**config.mk**
```make
export PLATFORM = sky130hd
export DESIGN_NAME = ysyx_23060332_ctrl_flat
export DESIGN_NICKNAME = d
export VERILOG_FILES = /design/src/rtl/ysyx_23060332_ctrl_if.sv /design/src/rtl/ysyx_23060332_ctrl.sv /design/src/flat_wrapper.sv
export SDC_FILE = /design/constraint.sdc
export NUM_CORES = 1
export LEC_CHECK = 0
export ABC_AREA = 1
export CAP_MARGIN = 20
export CORE_UTILIZATION = 35
export DETAILED_ROUTE_END_ITERATION = 7
export DONT_BUFFER_PORTS = 1
export GPL_TIMING_DRIVEN = 1
export SYNTH_ARGS = -nofsm -noshare
export SYNTH_HDL_FRONTEND = slang
export SYNTH_SLANG_ARGS = --single-unit
```
**constraint.sdc**
```tcl
create_clock -name clk -period 1.82 [get_ports clk]
set_clock_uncertainty 0.1 [all_clocks]
set_input_delay 0.364 -clock clk [delete_from_list [all_inputs] [get_ports clk]]
set_output_delay 0.364 -clock clk [all_outputs]
set_load 0.01 [all_outputs]
```
**src/rtl/ysyx_23060332_ctrl_if.sv**
```systemverilog
// ysyx_23060332_ctrl_if
//   Handshake bundle between the instruction sequencer and its two memory
//   ports (instruction fetch and load/store).
//
//   ifu_req_valid / ifu_req_ready / ifu_req_addr : fetch request channel
//   ifu_rsp_valid / ifu_rsp_inst                 : fetch response channel
//   lsu_req_valid / lsu_req_ready                : load/store request channel
//   lsu_rsp_valid                                : load data ready / store done
//
//   master : the sequencer side (drives requests, receives responses)
//   slave  : the memory side
interface ysyx_23060332_ctrl_if;
  logic        ifu_req_valid;
  logic        ifu_req_ready;
  logic [31:0] ifu_req_addr;
  logic        ifu_rsp_valid;
  logic [31:0] ifu_rsp_inst;
  logic        lsu_req_valid;
  logic        lsu_req_ready;
  logic        lsu_rsp_valid;

  modport master (
    output ifu_req_valid,
    output ifu_req_addr,
    input  ifu_req_ready,
    input  ifu_rsp_valid,
    input  ifu_rsp_inst,
    output lsu_req_valid,
    input  lsu_req_ready,
    input  lsu_rsp_valid
  );

  modport slave (
    input  ifu_req_valid,
    input  ifu_req_addr,
    output ifu_req_ready,
    output ifu_rsp_valid,
    output ifu_rsp_inst,
    input  lsu_req_valid,
    output lsu_req_ready,
    output lsu_rsp_valid
  );
endinterface

```
**src/rtl/ysyx_23060332_ctrl.sv**
```systemverilog
// ysyx_23060332_ctrl
//   Multi-cycle instruction sequencer for the NPC core. Owns the PC and the
//   instruction register, steps each instruction through fetch, execute,
//   optional memory access and writeback, and gates the register-file write
//   so it happens exactly once, in the writeback cycle.
//
// Ports:
//   clk, rst_n    : clock (rising edge), asynchronous active-low reset
//   bus (master)  : fetch and load/store handshakes (see ysyx_23060332_ctrl_if)
//   inst_o, pc_o  : latched instruction and current PC for decode/execute
//   inst_valid    : inst_o is live (EXEC, MEM_REQ, MEM_WAIT, WB)
//   next_pc_i     : next PC from execute
//   reg_wen_i, rd_i : decoder write enable / destination register
//   reg_wen_o     : gated register-file write enable
//   ebreak_i, invalid_i : decoded ebreak / illegal instruction
//   halted, halt_err    : sticky halt status and error cause
//
// Optional feature macro YSYX_23060332_CTRL_PERF_EN adds the 64-bit
// perf_cycle and perf_instret counter outputs.
module ysyx_23060332_ctrl #(
  parameter logic [31:0] RESET_PC  = 32'h8000_0000,
  parameter logic [6:0]  OPC_LOAD  = 7'b0000011,
  parameter logic [6:0]  OPC_STORE = 7'b0100011
) (
  input  logic                clk,
  input  logic                rst_n,
  ysyx_23060332_ctrl_if.master bus,
  output logic [31:0]         inst_o,
  output logic [31:0]         pc_o,
  output logic                inst_valid,
  input  logic [31:0]         next_pc_i,
  input  logic                reg_wen_i,
  input  logic [4:0]          rd_i,
  output logic                reg_wen_o,
  input  logic                ebreak_i,
  input  logic                invalid_i,
  output logic                halted,
  output logic                halt_err
`ifdef YSYX_23060332_CTRL_PERF_EN
  ,
  output logic [63:0]         perf_cycle,
  output logic [63:0]         perf_instret
`endif
);

  localparam logic [31:0] NOP = 32'h0000_0013;

  typedef enum logic [2:0] {
    FETCH_REQ,
    FETCH_WAIT,
    EXEC,
    MEM_REQ,
    MEM_WAIT,
    WB,
    HALT
  } state_t;

  state_t      state_reg, state_next;
  logic [31:0] pc_reg, pc_next;
  logic [31:0] inst_reg, inst_next;
  logic        halt_err_reg, halt_err_next;

  logic [6:0]  opcode;
  logic        is_mem;
  logic        is_store;

  assign opcode   = inst_reg[6:0];
  assign is_store = (opcode == OPC_STORE);
  assign is_mem   = (opcode == OPC_LOAD) || is_store;

  always_ff @(posedge clk or negedge rst_n) begin
    if (!rst_n) begin
      state_reg    <= FETCH_REQ;
      pc_reg       <= RESET_PC;
      inst_reg     <= NOP;
      halt_err_reg <= 1'b0;
    end else begin
      state_reg    <= state_next;
      pc_reg       <= pc_next;
      inst_reg     <= inst_next;
      halt_err_reg <= halt_err_next;
    end
  end

  always_comb begin
    state_next    = state_reg;
    pc_next       = pc_reg;
    inst_next     = inst_reg;
    halt_err_next = halt_err_reg;
    case (state_reg)
      FETCH_REQ: begin
        if (bus.ifu_req_ready) begin
          if (bus.ifu_rsp_valid) begin
            inst_next  = bus.ifu_rsp_inst;
            state_next = EXEC;
          end else begin
            state_next = FETCH_WAIT;
          end
        end
      end
      FETCH_WAIT: begin
        if (bus.ifu_rsp_valid) begin
          inst_next  = bus.ifu_rsp_inst;
          state_next = EXEC;
        end
      end
      EXEC: begin
        // Halt causes are checked in priority order before any dispatch.
        if (invalid_i) begin
          state_next    = HALT;
          halt_err_next = 1'b1;
        end else if (ebreak_i) begin
          state_next = HALT;
        end else if (next_pc_i[1:0] != 2'b00) begin
          state_next    = HALT;
          halt_err_next = 1'b1;
        end else if (is_mem) begin
          state_next = MEM_REQ;
        end else begin
          state_next = WB;
        end
      end
      MEM_REQ: begin
        if (bus.lsu_req_ready) begin
          state_next = bus.lsu_rsp_valid ? WB : MEM_WAIT;
        end
      end
      MEM_WAIT: begin
        if (bus.lsu_rsp_valid) begin
          state_next = WB;
        end
      end
      WB: begin
        pc_next    = next_pc_i;
        state_next = FETCH_REQ;
      end
      HALT: begin
        state_next = HALT;
      end
      default: begin
        state_next = FETCH_REQ;
      end
    endcase
  end

  // Reset parks the FSM in FETCH_REQ, but no request may be presented while
  // reset is held, so the fetch valid is qualified with rst_n.
  assign bus.ifu_req_valid = (state_reg == FETCH_REQ) && rst_n;
  assign bus.ifu_req_addr  = pc_reg;
  assign bus.lsu_req_valid = (state_reg == MEM_REQ);

  assign inst_o     = inst_reg;
  assign pc_o       = pc_reg;
  assign inst_valid = (state_reg == EXEC) || (state_reg == MEM_REQ) ||
                      (state_reg == MEM_WAIT) || (state_reg == WB);
  // x0 is hard-wired and stores never write rd.
  assign reg_wen_o  = (state_reg == WB) && reg_wen_i && (rd_i != 5'd0) && !is_store;
  assign halted     = (state_reg == HALT);
  assign halt_err   = halt_err_reg;

`ifdef YSYX_23060332_CTRL_PERF_EN
  logic [63:0] perf_cycle_reg;
  logic [63:0] perf_instret_reg;

  always_ff @(posedge clk or negedge rst_n) begin
    if (!rst_n) begin
      perf_cycle_reg   <= 64'd0;
      perf_instret_reg <= 64'd0;
    end else if (state_reg != HALT) begin
      perf_cycle_reg <= perf_cycle_reg + 64'd1;
      if (state_reg == WB) begin
        perf_instret_reg <= perf_instret_reg + 64'd1;
      end
    end
  end

  assign perf_cycle   = perf_cycle_reg;
  assign perf_instret = perf_instret_reg;
`endif

endmodule
```
**src/flat_wrapper.sv**
```systemverilog
// flat-port wrapper written by rule: the top's interface ports become plain ports
module ysyx_23060332_ctrl_flat 
#(
  parameter logic [31:0] RESET_PC  = 32'h8000_0000,
  parameter logic [6:0]  OPC_LOAD  = 7'b0000011,
  parameter logic [6:0]  OPC_STORE = 7'b0100011
)
  (clk, rst_n, inst_o, pc_o, inst_valid, next_pc_i, reg_wen_i, rd_i, reg_wen_o, ebreak_i, invalid_i, halted, halt_err, bus_ifu_req_valid, bus_ifu_req_addr, bus_ifu_req_ready, bus_ifu_rsp_valid, bus_ifu_rsp_inst, bus_lsu_req_valid, bus_lsu_req_ready, bus_lsu_rsp_valid);
  ysyx_23060332_ctrl_if bus_i ();
  input  logic clk;
  input  logic rst_n;
  output logic [31:0] inst_o;
  output logic [31:0] pc_o;
  output logic inst_valid;
  input  logic [31:0] next_pc_i;
  input  logic reg_wen_i;
  input  logic [4:0] rd_i;
  output logic reg_wen_o;
  input  logic ebreak_i;
  input  logic invalid_i;
  output logic halted;
  output logic halt_err;
  output wire logic [$bits(bus_i.ifu_req_valid)-1:0] bus_ifu_req_valid;
  output wire logic [$bits(bus_i.ifu_req_addr)-1:0] bus_ifu_req_addr;
  input wire logic [$bits(bus_i.ifu_req_ready)-1:0] bus_ifu_req_ready;
  input wire logic [$bits(bus_i.ifu_rsp_valid)-1:0] bus_ifu_rsp_valid;
  input wire logic [$bits(bus_i.ifu_rsp_inst)-1:0] bus_ifu_rsp_inst;
  output wire logic [$bits(bus_i.lsu_req_valid)-1:0] bus_lsu_req_valid;
  input wire logic [$bits(bus_i.lsu_req_ready)-1:0] bus_lsu_req_ready;
  input wire logic [$bits(bus_i.lsu_rsp_valid)-1:0] bus_lsu_rsp_valid;
  assign bus_ifu_req_valid = bus_i.ifu_req_valid;
  assign bus_ifu_req_addr = bus_i.ifu_req_addr;
  assign bus_i.ifu_req_ready = bus_ifu_req_ready;
  assign bus_i.ifu_rsp_valid = bus_ifu_rsp_valid;
  assign bus_i.ifu_rsp_inst = bus_ifu_rsp_inst;
  assign bus_lsu_req_valid = bus_i.lsu_req_valid;
  assign bus_i.lsu_req_ready = bus_lsu_req_ready;
  assign bus_i.lsu_rsp_valid = bus_lsu_rsp_valid;
  ysyx_23060332_ctrl #(.RESET_PC(RESET_PC), .OPC_LOAD(OPC_LOAD), .OPC_STORE(OPC_STORE)) u_core (.clk(clk), .rst_n(rst_n), .bus(bus_i), .inst_o(inst_o), .pc_o(pc_o), .inst_valid(inst_valid), .next_pc_i(next_pc_i), .reg_wen_i(reg_wen_i), .rd_i(rd_i), .reg_wen_o(reg_wen_o), .ebreak_i(ebreak_i), .invalid_i(invalid_i), .halted(halted), .halt_err(halt_err));
endmodule
```
# Yosys cells after proc, flatten, opt, wreduce, memory -nomap -nowiden
# Cells that the tools add are included.
# Widths: inputs -> output; s select.
# word_totals
ff_bits,68
input_bits,78
out_inout_bits,102
wordCells,51
# op_classes
eq_ne,13
muxes,17
reduce_logical,17
# op_table
op,count
$mux 32,2
$pmux 32 s2,1
$mux 3,8
$pmux 3 s6,1
$eq 3x3->1 const B,3
$eq 7x2->1 const B,1
$eq 7x6->1 const B,1
$eq 3x2->1 const B,2
$ne 2x2->1 const B,3
$reduce_bool 2->1,3
$reduce_bool 5->1,1
$logic_and 1x1->1,4
$logic_or 1x1->1,4
$mux 1,4
$ne 2x1->1 const B,2
$reduce_and 4->1,1
$eq 3x1->1 const B,1
$logic_not 3->1,1
$reduce_and 3->1,1
$mux 2,1
$reduce_and 2->1,1
$logic_not 1->1,1

# Depth between registers and ports, before layout
# Gate-level depths: netlist (run 1).
# logic_depth
ltp_word,7
ltp_mapped,9
mapped_depth_nobuf,8

# Worst setup path after synthesis (run 1)
# OpenSTA, ideal clock, no wires.
# synth_timing
path_kind,reg2out
from,reg u_core.state_reg[0]
to,out reg_wen_o
arrival_time_ps,1125
required_ps,1356
setup_slack_ps,231
path_stages_with_launch,6
cell_sequence,dfrtp_1 -> buf_4 -> inv_2 -> nor3_4 -> nand2_1 -> nor3_1
# synth_via
elab_chain_cells,4
# synth_rtl
element,line,source
"start, declared",ysyx_23060332_ctrl.sv:58,"state_t state_reg, state_next;"
"start signal, assigned",ysyx_23060332_ctrl.sv:78,state_reg <= state_next;
$eq 3x3->1,ysyx_23060332_ctrl.sv:157,assign reg_wen_o = (state_reg == WB) && reg_wen_i && (rd_i != 5'd0) && !is_store;
$logic_and 1x1->1 (3 in a row),ysyx_23060332_ctrl.sv:157,
"end, declared",flat_wrapper.sv:18,output logic reg_wen_o;
# Every way passes these cells.

# Final worst setup path (run 1)
# layout_timing
from,reg u_core.inst_reg[1] (netlist: u_core.inst_o[1])
to,out reg_wen_o
# layout_via
elab_chain_cells,3
# layout_rtl
element,line,source
"start, declared",ysyx_23060332_ctrl.sv:60,"logic [31:0] inst_reg, inst_next;"
"start signal, assigned",ysyx_23060332_ctrl.sv:80,inst_reg <= inst_next;
$eq 7x6->1,ysyx_23060332_ctrl.sv:68,assign is_store = (opcode == OPC_STORE);
$logic_not 1->1,ysyx_23060332_ctrl.sv:157,
$logic_and 1x1->1,ysyx_23060332_ctrl.sv:157,
# Every way passes these cells.

==> results of run 1 <==
[layer usage]
| metal | vias to the layer above | part of all wire [%] | track usage [%] | wire (µm) |
|---|---|---|---|---|
| met2 | 139 | 47 | 25.9 | 3400 |
| met3 | 11 | 12 | 8.24 | 828 |
| met4 | 0 | 2.5 | 6.66 | 182 |
| met1 | 1035 | 38 | 17.0 | 2750 |
| li1 | 1096 | - | - | - |
| met5 | - | 0 | 0 | 0 |
[critical path: stages, from the launching register on]
cell and delay [ps]:
dfstp_2 580, nand2_2 70, inv_2 60, nand3_4 80, nor2_4 100, nor3_2 50, buf_4 140
[logic make-up (layout without fill, tap and decap cells)]
group                  count (synthesis)  in the layout  share of synthesized area, %
flip-flops                            68             68                          54.0
buffers and inverters                 60             45                          12.2
AO/OA/AOI/OAI                          5              5                         0.911
AND/OR/NAND/NOR                      245            245                          32.8
[through the flow]
stage	hold slack [ps]	setup slack [ps]
2_1_floorplan	-31.6	231
3_3_place_gp	-29.7	243
3_5_place_dp	-29.5	206
4_1_cts	-412	-124
5_1_grt	-427	-161
6_report	-384	-67.5
[power breakdown]
part	switching, mW	internal, mW
Clock	0.575	0.710
Combinational	1.12	0.702
Sequential	1.20	2.28
Total	2.89	3.69
[timing repair]
item / 4_1_cts / 5_1_grt
endpoints found under the setup margin: 3 / 3
resized for setup: 10 / 13
setup buffers: 4 / 2
pin swaps: 6 / 5
hold endpoints to repair: 69 / 68
[layout make-up]
class	count	area, µm²	share of cell area, %
timing repair buffer	17	141	4.19
tap	108	135	4.00
multi-input combinational	250	1130	33.4
clock inverter	5	58.8	1.74
clock buffer	11	151	4.49
inverter	12	50.0	1.48
sequential	68	1710	50.6
[how the worst min path moves through the flow]
stage / start / to / slack (ps) / depth (start not counted)
3_3_place_gp: rst_n / u_core.inst_o[28] / -30 / 0
4_1_cts: rst_n / u_core.inst_o[17] / -410 / 0
2_1_floorplan: rst_n / u_core.bus.ifu_req_addr[0] / -30 / 0
5_1_grt: rst_n / u_core.bus.ifu_req_addr[24] / -430 / 0
6_report: rst_n / u_core.inst_o[20] / -380 / 0
3_5_place_dp: rst_n / u_core.inst_o[28] / -30 / 0
[layout by cell type, fill, tap and decap left out, drive strengths merged]
master,Yosys,layout
nand2,188,188
dfrtp,64,64
nand3,34,34
buf,48,16
nor2,14,14
inv,12,12
clkbuf,0,11
nor3,6,6
o21ai,4,4
dfstp,4,4
clkinvlp,0,2
clkinv,0,2
nor3b,1,1
nand4,1,1
nand3b,1,1
a31o,1,1
bufinv,0,1
dlygate4sd3,0,1
==> results.yml, run 1 <==
cells_and_area:
  instances_no_fill: 471
  final_area_um2: 3370
  areaGrowthSynthToFinish_pct: 6.81
  nFillCells: 887
  nets: 436
  utilization_pct: 38.7
  drive_above_1_share_pct: 17.1
  antenna_cells_inserted: 0
sta:
  final.min_clock_period_ps: 1890
  rsz0062_at_grt: "true"
  fin_hold_ws_ps: -384
  hold_violations: 68
  tns_ps: -67.5
  fin_ws_ps: -67.5
  max_freq_mhz: 530
  tightestPinTransition_ps: 336
  drv_slew: 0
  post-route-period-util_pct: 104
  slew_headroom_pct: 77.6
  setup-violations-final: 1
route:
  routed_wl_mm: 7.16
  vias: 2281
  routedWlPerCell_um: 15.2
  drt-vias-per-instance: 4.84
  first_pass_iters: 4
  drt-initial-drc-count: 40
  drc: 0
  drtAntennaViolNets: 0
synth:
  synthFlopType: "dfrtp_1"
  synthTopCellsByCount: "nand2_1 (185), dfrtp_1 (64), nand3_1 (34), buf_4 (33), buf_2 (12)"
  syn_avg_cell_area_um2: 8.36
  synth_cell_type_count: 22
  ys_seq_elements: 68
  yosysTopAreaCell: "dfrtp_1"
  yosysWarnings: 0
  synth_nets: 456
  synth_top_area_share_pct: 50.7
  ys_async_sr_fraction_pct: 100
  netlist_area_um2: 3160
  synthCells: 378
  synth_most_common_cell: "nand2_1"
  ys_seq_area_share_pct: 54.0
  synth-edff-count: 0
  synthTopCellsByArea: "dfrtp_1 (51%), nand2_1 (22%), buf_4 (7.8%), nand3_1 (5.4%), dfstp_2 (3.3%)"
clock_network:
  cts_tree: "yes"
  cts_htree_levels: 3
  hold_buffers: 1
  cts_buffer_depth: 2
  cts_root_buf: "clkbuf_8"
  path_clk_slew_ps: 80
  cts_buffers: 9
  clk_latency_ps: 330
  clock_sinks: 68
floorplan:
  die_area_um2: 9410
  io_pins: 180
  std_cell_rows: 34
  die_h_um: 97.0
  die_x_um: 97.0
  core-area_um2: 8720
  initial_utilization_pct: 36.2
critical_path:
  r2r_end: "u_core.inst_o[7]"
  worstSetupPathType: "reg2out"
  crit_path_start: "u_core.inst_o[1]"
  r2r_start: "u_core.state_reg[0]"
  end_kind: "output port"
  crit_arrival_ps: 1420
  worst_setup_path_start_kind: "register"
  rr_worst_depth: 8
  crit_end: "reg_wen_o"
  crit_fanout: 3
  reg2reg_slack_ps: 210
  worst-endpoint-required_ps: 1360
pwr:
  ir_drop_mv: 0.662
  p_leak_nw: 1.75
  p_per_area_nw_per_um2: 1950
  total_power_mw: 6.58
placed_design:
  dp.cells: 448
  place.detailed.hpwl_mm: 5.04
  gp_congestion: 0.839
  place_area_um2: 3030
  portBuffers: 0
outcome:
  failed_checks: "hold timing, setup timing"
  outcome: "finished, violations left"
global_routing:
  grt_use_total_pct: 15.8
  first_global_vias: 2305
  overflow: 0
  grt_pass1_wl_mm: 11.6
  antenna_found_initial: 0
  grt_max_degree: 70
run:
  cap_viol_max_count: 0
worst_hold_path:
  min_path_type: "in2async"
Note: power is estimated with default switching activity, not from simulation.
==> inputs of run 2 (changes only) <==
--- a/config.mk
+++ b/config.mk
@@ -9,8 +9,9 @@
 export CAP_MARGIN = 20
 export CORE_UTILIZATION = 35
 export DETAILED_ROUTE_END_ITERATION = 7
-export DONT_BUFFER_PORTS = 1
 export GPL_TIMING_DRIVEN = 1
+export PLACE_DENSITY = 0.75
 export SYNTH_ARGS = -nofsm -noshare
 export SYNTH_HDL_FRONTEND = slang
 export SYNTH_SLANG_ARGS = --single-unit
+export TNS_END_PERCENT = 5
==> run 2 against run 1 <==
Against the previous run: worst hold slack improved by 500 ps; clock power fell by 4%; the run ends with setup timing left; global-route usage rose by 3.2 points; sequential share of layout area fell by 18 points; count of clock-buffer cells in the layout fell by 2; via count rose by 33%; total power rose by 33%; critical path depth fell by 1.
==> results.yml, run 2 (same netlist as run 1, synthesis figures left out) <==
critical_path:
  reg2reg_slack_ps: 170
  crit_arrival_ps: 1480
  r2r_start: "u_core.state_reg[0]"
  worstSetupPathType: "reg2out"
  cp_slowest_cell: "dfrtp_1"
  r2r_end: "u_core.inst_o[13]"
  critical_path.max_stage_delay_ps: 380
  rr_worst_depth: 10
  crit_fanout: 3
  end_kind: "output port"
  path_cells: "inv_2, nor3_4, nand2_1, nor3_2, buf_2"
  crit_end: "reg_wen_o"
  crit_path_start: "u_core.state_reg[0]"
  worst_setup_path_start_kind: "register"
  worst-endpoint-required_ps: 1360
global_routing:
  grt_use_total_pct: 19.0
  grt_max_degree: 69
  overflow: 0
  first_global_vias: 2924
  antenna_found_initial: 0
  grt_pass1_wl_mm: 14.2
clock_network:
  cts_root_buf: "clkbuf_8"
  cts_buffers: 9
  clock_sinks: 68
  cts_htree_levels: 3
  path_clk_slew_ps: 80
  cts_tree: "yes"
  clk_latency_ps: 340
  cts_buffer_depth: 2
cells_and_area:
  areaGrowthSynthToFinish_pct: 64.4
  layout_commonest_cell: "nand2_1"
  final_area_um2: 5190
  instances_no_fill: 661
  nets: 626
  antenna_cells_inserted: 0
  drive_above_1_share_pct: 13.0
  nFillCells: 749
  mostFrequentLayoutCells: "nand2_1 (185), clkdlybuf4s50_1 (162), dfrtp_1 (64)"
route:
  routedWlPerCell_um: 13.1
  drt-initial-drc-count: 55
  drtAntennaViolNets: 0
  first_pass_iters: 4
  drc: 0
  drt-vias-per-instance: 4.60
  vias: 3043
  routed_wl_mm: 8.65
outcome:
  failed_checks: "setup timing"
  outcome: "finished, violations left"
floorplan:
  core-area_um2: 8720
  initial_utilization_pct: 36.2
  io_pins: 180
  std_cell_rows: 34
  die_area_um2: 9410
  die_x_um: 97.0
  die_h_um: 97.0
placed_design:
  gp_congestion: 0.861
  place_area_um2: 4980
  place.detailed.hpwl_mm: 6.41
  dp.cells: 644
  portBuffers: 179
sta:
  fin_ws_ps: -120
  tightestPinTransition_ps: 850
  drv_slew: 0
  slew_headroom_pct: 43.3
  post-route-period-util_pct: 107
  final.min_clock_period_ps: 1940
  setup-violations-final: 4
  max_freq_mhz: 516
  rsz0062_at_grt: "true"
  hold_violations: 0
pwr:
  ir_drop_mv: 0.651
  p_leak_nw: 2.56
  p_per_area_nw_per_um2: 1690
worst_hold_path:
  min_path_type: "in2async"
run:
  cap_viol_max_count: 0
[run 2: layout make-up]
class	count	area (µm²)	area share (%)
Clock inverter	7	75.1	1.45
Sequential cell	68	1710	32.9
Multi-Input combinational cell	250	1080	20.8
Timing Repair Buffer	207	2030	39.0
Inverter	12	45.0	0.867
Tap cell	108	135	2.60
Clock buffer	9	124	2.38
[run 2: repair_timing]
item,4_1_cts,5_1_grt
hold buffers,0,0
resized for setup,28,6
setup buffers,1,0
endpoints found under the setup margin,12,9
pin swaps,1,0
[run 2: worst min path at each step]
stage / cells after the start / slack, ps / endpoint / startpoint
3_3_place_gp: 1 / 350 / u_core.halt_err / u_core.halt_err
4_1_cts: 2 / 160 / u_core.halt_err / rst_n
3_5_place_dp: 1 / 360 / u_core.halt_err / u_core.halt_err
2_1_floorplan: 0 / -30 / u_core.bus.ifu_req_addr[0] / rst_n
5_1_grt: 2 / 180 / u_core.halt_err / rst_n
6_report: 2 / 110 / u_core.halt_err / rst_n
[run 2: routing by layer]
layer  vias up  global-route usage [%]  routed length [µm]
met5         -                       0                   0
met4         0                    5.86                  71
met3         6                    8.31                 902
met2       147                    31.3                4210
met1      1411                    22.2                3470
li1       1479                       -                   -
[run 2: stage by stage]
step	hold WS [ps]	setup WS (ps)	total power [mW]	utilization, %	TNS (ps)
after floorplan	-31.6	231	5.13	-	0
after CTS	159	-142	8.93	59.5	-434
after detailed placement	360	-501	7.70	57.1	-785
final	114	-120	8.79	59.6	-277
after global placement	353	-511	7.57	57.1	-732
after global routing	180	-207	9.44	59.6	-747
[run 2: worst max-delay path, delay by kind of cell (launching register included)]
family | cells | cell delay [ps]
DFF | 1 | 380
buffers and inverters | 2 | 230
and+or+nand+nor | 3 | 540
[run 2: report_power, final]
part           internal [mW]  switching, mW  total [mW]
combinational           2.66           2.13        4.79
sequential              2.27          0.499        2.77
clock                  0.636          0.591        1.23
total                   5.57           3.22        8.79
